### src/rtl/vga_sync_decoder.sv
// VGA receive-side timing decoder: recovers pixel position, data enable and
// lock status from an active-low hsync/vsync pair. The geometry defaults to
// 640x480@60 and can be overridden through the parameters.
module vga_sync_decoder #(
    parameter int unsigned H_TOTAL    = 800,
    parameter int unsigned H_SYNC     = 96,
    parameter int unsigned H_BP       = 48,
    parameter int unsigned H_ACTIVE   = 640,
    parameter int unsigned V_TOTAL    = 525,
    parameter int unsigned V_SYNC     = 2,
    parameter int unsigned V_BP       = 33,
    parameter int unsigned V_ACTIVE   = 480,
    parameter int unsigned LOCK_LINES = 4
) (
    input  logic        clk_25MHz,
    input  logic        rst_n,
    input  logic        hsync_in,
    input  logic        vsync_in,
    output logic [9:0]  x,
    output logic [9:0]  y,
    output logic        de,
    output logic        locked,
    output logic        h_err,
    output logic        v_err,
    output logic [15:0] line_len
);

    localparam int unsigned GL_W = $clog2(LOCK_LINES + 1);

    localparam logic [15:0]     H_TO     = 16'(2 * H_TOTAL);
    localparam logic [15:0]     H_START  = 16'(H_SYNC + H_BP);
    localparam logic [15:0]     H_END    = 16'(H_SYNC + H_BP + H_ACTIVE);
    localparam logic [16:0]     H_LEN    = 17'(H_TOTAL);
    localparam logic [10:0]     V_START  = 11'(V_SYNC + V_BP);
    localparam logic [10:0]     V_END    = 11'(V_SYNC + V_BP + V_ACTIVE);
    localparam logic [10:0]     V_TO_PRE = 11'(2 * V_TOTAL - 1);
    localparam logic [11:0]     V_LEN    = 12'(V_TOTAL);
    localparam logic [GL_W-1:0] GL_FULL  = GL_W'(LOCK_LINES);

    // input synchronisers and edge detect
    logic hs_d1_q, hs_d2_q, vs_d1_q, vs_d2_q;
    logic hfall, vfall;

    // counter / measurement state
    logic [15:0]     h_cnt_q, h_cnt_d;
    logic [10:0]     v_cnt_q, v_cnt_d;
    logic [GL_W-1:0] good_q, good_d;
    logic            frame_ok_q, frame_ok_d;
    logic            h_arm_q, h_arm_d;
    logic            v_arm_q, v_arm_d;
    logic [15:0]     line_len_q, line_len_d;
    logic [16:0]     h_plus1;
    logic [11:0]     v_plus1;

    // output stage
    logic       h_err_q, h_err_d, v_err_q, v_err_d;
    logic       locked_q, lock_d;
    logic       de_q, de_d, h_win, v_win;
    logic [9:0] x_q, x_d, y_q, y_d;

    assign hfall = hs_d2_q & ~hs_d1_q;
    assign vfall = vs_d2_q & ~vs_d1_q;

    // two-stage capture of the sync inputs, idle high out of reset
    always_ff @(posedge clk_25MHz or negedge rst_n) begin
        if (!rst_n) begin
            hs_d1_q <= 1'b1;
            hs_d2_q <= 1'b1;
            vs_d1_q <= 1'b1;
            vs_d2_q <= 1'b1;
        end else begin
            hs_d1_q <= hsync_in;
            hs_d2_q <= hs_d1_q;
            vs_d1_q <= vsync_in;
            vs_d2_q <= vs_d1_q;
        end
    end

    // horizontal counter, line-length measurement and hsync timeout
    always_comb begin
        h_plus1    = {1'b0, h_cnt_q} + 17'd1;
        h_cnt_d    = (h_cnt_q == 16'hFFFF) ? h_cnt_q : h_plus1[15:0];
        good_d     = good_q;
        h_arm_d    = h_arm_q;
        line_len_d = line_len_q;
        h_err_d    = 1'b0;
        if (hfall) begin
            h_cnt_d = '0;
            if (!h_arm_q) begin
                h_arm_d = 1'b1;
            end else begin
                line_len_d = h_plus1[15:0];
                if (h_plus1 == H_LEN) begin
                    if (good_q != GL_FULL) good_d = good_q + 1'b1;
                end else begin
                    good_d  = '0;
                    h_err_d = 1'b1;
                end
            end
        end else if (h_cnt_q == H_TO) begin
            // h_cnt passes this value only once per missing hfall
            good_d  = '0;
            h_err_d = 1'b1;
        end
    end

    // vertical counter, frame-length measurement and vsync timeout
    always_comb begin
        v_plus1    = {1'b0, v_cnt_q} + 12'd1;
        v_cnt_d    = v_cnt_q;
        frame_ok_d = frame_ok_q;
        v_arm_d    = v_arm_q;
        v_err_d    = 1'b0;
        if (vfall) begin
            v_cnt_d = '0;
            if (!v_arm_q) begin
                v_arm_d = 1'b1;
            end else if (v_plus1 == V_LEN) begin
                frame_ok_d = 1'b1;
            end else begin
                frame_ok_d = 1'b0;
                v_err_d    = 1'b1;
            end
        end else if (hfall) begin
            if (v_cnt_q != 11'h7FF) v_cnt_d = v_plus1[10:0];
            // v_cnt holds its value for a whole line, so the timeout is
            // flagged on the increment that reaches it, giving one pulse
            if (v_cnt_q == V_TO_PRE) begin
                frame_ok_d = 1'b0;
                v_err_d    = 1'b1;
            end
        end
    end

    // window decode from the current counter state
    always_comb begin
        lock_d = (good_q == GL_FULL) && frame_ok_q;
        h_win  = (h_cnt_q >= H_START) && (h_cnt_q < H_END);
        v_win  = (v_cnt_q >= V_START) && (v_cnt_q < V_END);
        de_d   = h_win && v_win && lock_d;
        x_d    = '0;
        y_d    = '0;
        if (de_d) begin
            x_d = 10'(h_cnt_q - H_START);
            y_d = 10'(v_cnt_q - V_START);
        end
    end

    // counter and measurement registers
    always_ff @(posedge clk_25MHz or negedge rst_n) begin
        if (!rst_n) begin
            h_cnt_q    <= '0;
            v_cnt_q    <= '0;
            good_q     <= '0;
            frame_ok_q <= 1'b0;
            h_arm_q    <= 1'b0;
            v_arm_q    <= 1'b0;
            line_len_q <= '0;
        end else begin
            h_cnt_q    <= h_cnt_d;
            v_cnt_q    <= v_cnt_d;
            good_q     <= good_d;
            frame_ok_q <= frame_ok_d;
            h_arm_q    <= h_arm_d;
            v_arm_q    <= v_arm_d;
            line_len_q <= line_len_d;
        end
    end

    // registered outputs, one clock behind the counter state
    always_ff @(posedge clk_25MHz or negedge rst_n) begin
        if (!rst_n) begin
            x_q      <= '0;
            y_q      <= '0;
            de_q     <= 1'b0;
            locked_q <= 1'b0;
            h_err_q  <= 1'b0;
            v_err_q  <= 1'b0;
        end else begin
            x_q      <= x_d;
            y_q      <= y_d;
            de_q     <= de_d;
            locked_q <= lock_d;
            h_err_q  <= h_err_d;
            v_err_q  <= v_err_d;
        end
    end

    assign x        = x_q;
    assign y        = y_q;
    assign de       = de_q;
    assign locked   = locked_q;
    assign h_err    = h_err_q;
    assign v_err    = v_err_q;
    assign line_len = line_len_q;

endmodule

### config.mk
export PLATFORM = sky130hd
export DESIGN_NAME = vga_sync_decoder
export DESIGN_NICKNAME = d
export VERILOG_FILES = /design/src/rtl/vga_sync_decoder.sv
export SDC_FILE = /design/constraint.sdc
export NUM_CORES = 1
export LEC_CHECK = 0
export CAP_MARGIN = 20
export CORE_UTILIZATION = 56
export CTS_CLUSTER_DIAMETER = 50
export DETAILED_ROUTE_END_ITERATION = 10
export PLACE_DENSITY = 0.89
export SLEW_MARGIN = 20
export SYNTH_ARGS = -nofsm -noshare
export SYNTH_HDL_FRONTEND = slang
export SYNTH_SLANG_ARGS = --single-unit
### constraint.sdc
create_clock -name clk_25MHz -period 2.4 [get_ports clk_25MHz]
set_input_delay 0.6 -clock clk_25MHz [delete_from_list [all_inputs] [get_ports clk_25MHz]]
set_output_delay 0.6 -clock clk_25MHz [all_outputs]
set_load 0.03 [all_outputs]
==> flow_metrics.tcl, run 1 <==
set metrics [dict create \
    status "completed" \
    drt-vias-per-instance 5.76 \
    finalHoldViolCount 0 \
    irDropWorstVdd_v 0.000336 \
    worstReg2RegEnd "h_err" \
    antenna_found_initial 0 \
    cts-resized-gates 0 \
    wl_per_cell_um 15.7 \
    netlist.area_leader.share 0.469 \
    fin_ws_ns 0.197 \
    period_needed_ns 2.20 \
    rows 30 \
    relSlewSlack 0.580 \
    drc_errors 0 \
    grt_max_degree 53 \
    pre_cts_ws_ns 0.240 \
    start_kind "flip-flop" \
    synth-edff-count 0 \
    area_growth_pct 15.6 \
    syn_inst 395 \
    p_sw_frac 0.285 \
    post-cts-setup-buffer-count 0 \
    layout_commonest_cell "dfrtp_1" \
    routed_wl_mm 8.05 \
    p_per_area_nw_per_um2 620 \
    cp-end-kind "flip-flop" \
    seq_area_um2 1930 \
    gr-total-overflow 0 \
    yosys_warnings 0 \
    timing.fmax_mhz 454 \
    rsz0062_at_grt "no" \
    syn-mean-instance-area_um2 9.86 \
    syn_nets 410 \
    clock_latency_ns 0.36 \
    ios 44 \
    maxSlewViolCount 0 \
    grtUsageTotal 0.241 \
    die_h_um 85.4 \
    cts_hold_buf 0 \
    crit_fanout 7 \
    fillers 506 \
    crit_start "h_cnt_q[0]" \
    finalCritPeriodShare 0.918 \
    synthTopCellsByArea "dfrtp_1 47%, xnor2_1 5.2%, nor2_1 4.0%, nand2_1 3.6%, ha_1 3.5%" \
    multi_input_area_um2 1740 \
    synthArstFlopShare 1.00 \
    cp.required_ns 2.69 \
    synth_top_cell_by_area "dfrtp_1" \
    setup_viol 0 \
    final_layout_size_suffix_gt1_frac 0.111 \
    synthesis.area_um2 3890 \
    cap_violations 0 \
    yosysUniqueCellTypes 62 \
    diodes 0 \
    cts_buffers 9 \
    tritoncts "built" \
    switching_power_uw 795 \
    postRouteAntennaNets 0 \
    dp_hpwl_mm 5.49 \
    power.leakage_nw 1.98 \
    endpoint "h_err" \
    grt_pass1_vias 2852 \
    min_path_type "in -> async" \
    crit_arrival_ns 2.49 \
    grt_pass1_wl_mm 13.5 \
    root_buffer "clkbuf_8" \
    htreeDepth 3 \
    pwr-share-seq 0.525 \
    core_um2 6760 \
    synth.yosys.seq_area_share 0.496 \
    clock_sinks 77 \
    utilization 0.666 \
    fin_tns_setup_ns 0 \
    finClkSkew_ns 0.00768 \
    cts_buffer_depth 2 \
    r2r_slack_ns 0.20 \
    internal_power_mw 1.99 \
    portBuffers 43 \
    criticalPathCategory "reg -> reg" \
    die_w_um 85.4 \
    tightestPinTransition_ns 0.631 \
    synth_ff_type "dfrtp_1" \
    die_area_um2 7290 \
    gp_congestion 0.864 \
    clk_pin_slew_ns 0.08 \
    vias 2942 \
    clkPwrFrac 0.339 \
    start_util 0.576 \
    final_cell_mix "73 x dfrtp_1, 42 x nor2_1, 42 x clkdlybuf4s50_1" \
    ys_ff_latch 77 \
    fin_nets 441 \
    worstRegToRegCells 7 \
    drt_iter0_drc 273 \
    reg2reg_from "h_cnt_q[0]" \
    first_pass_iters 4 \
    pwr-share-comb 0.136 \
]
==> how the worst min path moves through the flow <==
stage / from / end / slack, ns / depth (start not counted)
floorplan: rst_n / de / 0.30 / 0
global placement: vs_d1_q / vs_d2_q / 0.36 / 0
detailed placement: vs_d1_q / vs_d2_q / 0.36 / 0
CTS: rst_n / line_len[5] / 0.15 / 1
global route: rst_n / line_len[5] / 0.17 / 1
finish: rst_n / line_len[6] / 0.14 / 1
==> per-stage QoR <==
step           cell area (µm²)  instances  power, mW  hold WS (ns)
3_3_place_gp              4310        495       1.85         0.357
6_report                  4500        511       2.79         0.138
3_5_place_dp              4310        495       1.87         0.362
5_1_grt                   4500        511       2.92         0.170
2_1_floorplan             3890        395       1.73         0.304
4_1_cts                   4500        511       2.81         0.151
==> worst max-delay path, stage by stage, from the launching register on <==
cell and delay (ns):
dfrtp_1 0.50, ha_1 0.33, nand4_4 0.16, nor2_2 0.25, mux2_2 0.36, o211a_2 0.30, a21o_1 0.18, nand2_1 0.06
==> cell families after synthesis <==
logic type      count (synthesis)  synth area share
mux                             2           0.00578
buf+inv                        42            0.0559
simple gates                  168             0.236
xor+xnor                       29            0.0652
fa+ha+maj                      11            0.0353
compound gates                 66             0.106
flops                          77             0.496
==> synth_stat cells (3+ instances only) <==
cell type and count:
o21ai_0 24, buf_4 7, dfrtp_1 73, nand4_1 10, and3_1 5, xnor2_1 23, o211ai_1 3, and2_1 4
buf_2 8, nor4_1 3, xor2_1 6, nor2b_1 3, inv_1 13, nor3b_1 3, ha_1 11, nand3_1 15
nand2b_1 5, a21o_1 3, dfstp_2 4, clkbuf_1 10, or3_1 4, nand2_1 37, nor2_1 42, buf_6 3
a21oi_1 20, nor3_1 13
==> power by group through the flow <==
stage          sequential, mW  clock [mW]  combinational [mW]
6_report                 1.46       0.945               0.380
3_5_place_dp             1.49           0               0.379
4_1_cts                  1.46       0.965               0.382
2_1_floorplan            1.49           0               0.238
3_3_place_gp             1.48           0               0.370
5_1_grt                  1.47        1.02               0.420
==> cell type report <==
type                            count  share of cell area
Clock buffer                       10              0.0283
Clock inverter                      6              0.0142
Inverter                           13              0.0108
Multi-Input combinational cell    276               0.387
Sequential cell                    77               0.429
Tap cell                           80              0.0222
Timing Repair Buffer               49               0.108
==> metal layers <==
metal	routed length (µm)	part of all wire	up-vias	global-route usage
li1	-	-	1406	-
met5	0	0	-	0
met2	3880	0.48	95	0.374
met4	247	0.031	0	0.141
met1	3470	0.43	1417	0.320
met3	449	0.056	24	0.0447
==> state kept, by name, indices dropped and copies added (netlist names) <==
register and cells:
v_err 1, line_len 16, hs_d2_q 1, v_cnt_q 11
vs_d1_q 1, de 1, hs_d1_q 1, locked 1
v_arm_q 1, good_q 3, vs_d2_q 1, y 10
h_cnt_q 16, h_arm_q 1, x 10, h_err 1
frame_ok_q 1
Power figures use the tool's default switching activity.
==> run 2, diff against run 1 <==
- HOLD_SLACK_MARGIN: default -> 0.1
==> results of run 2 <==
The final DEF is identical to that of run 1; final timing and power are the same.
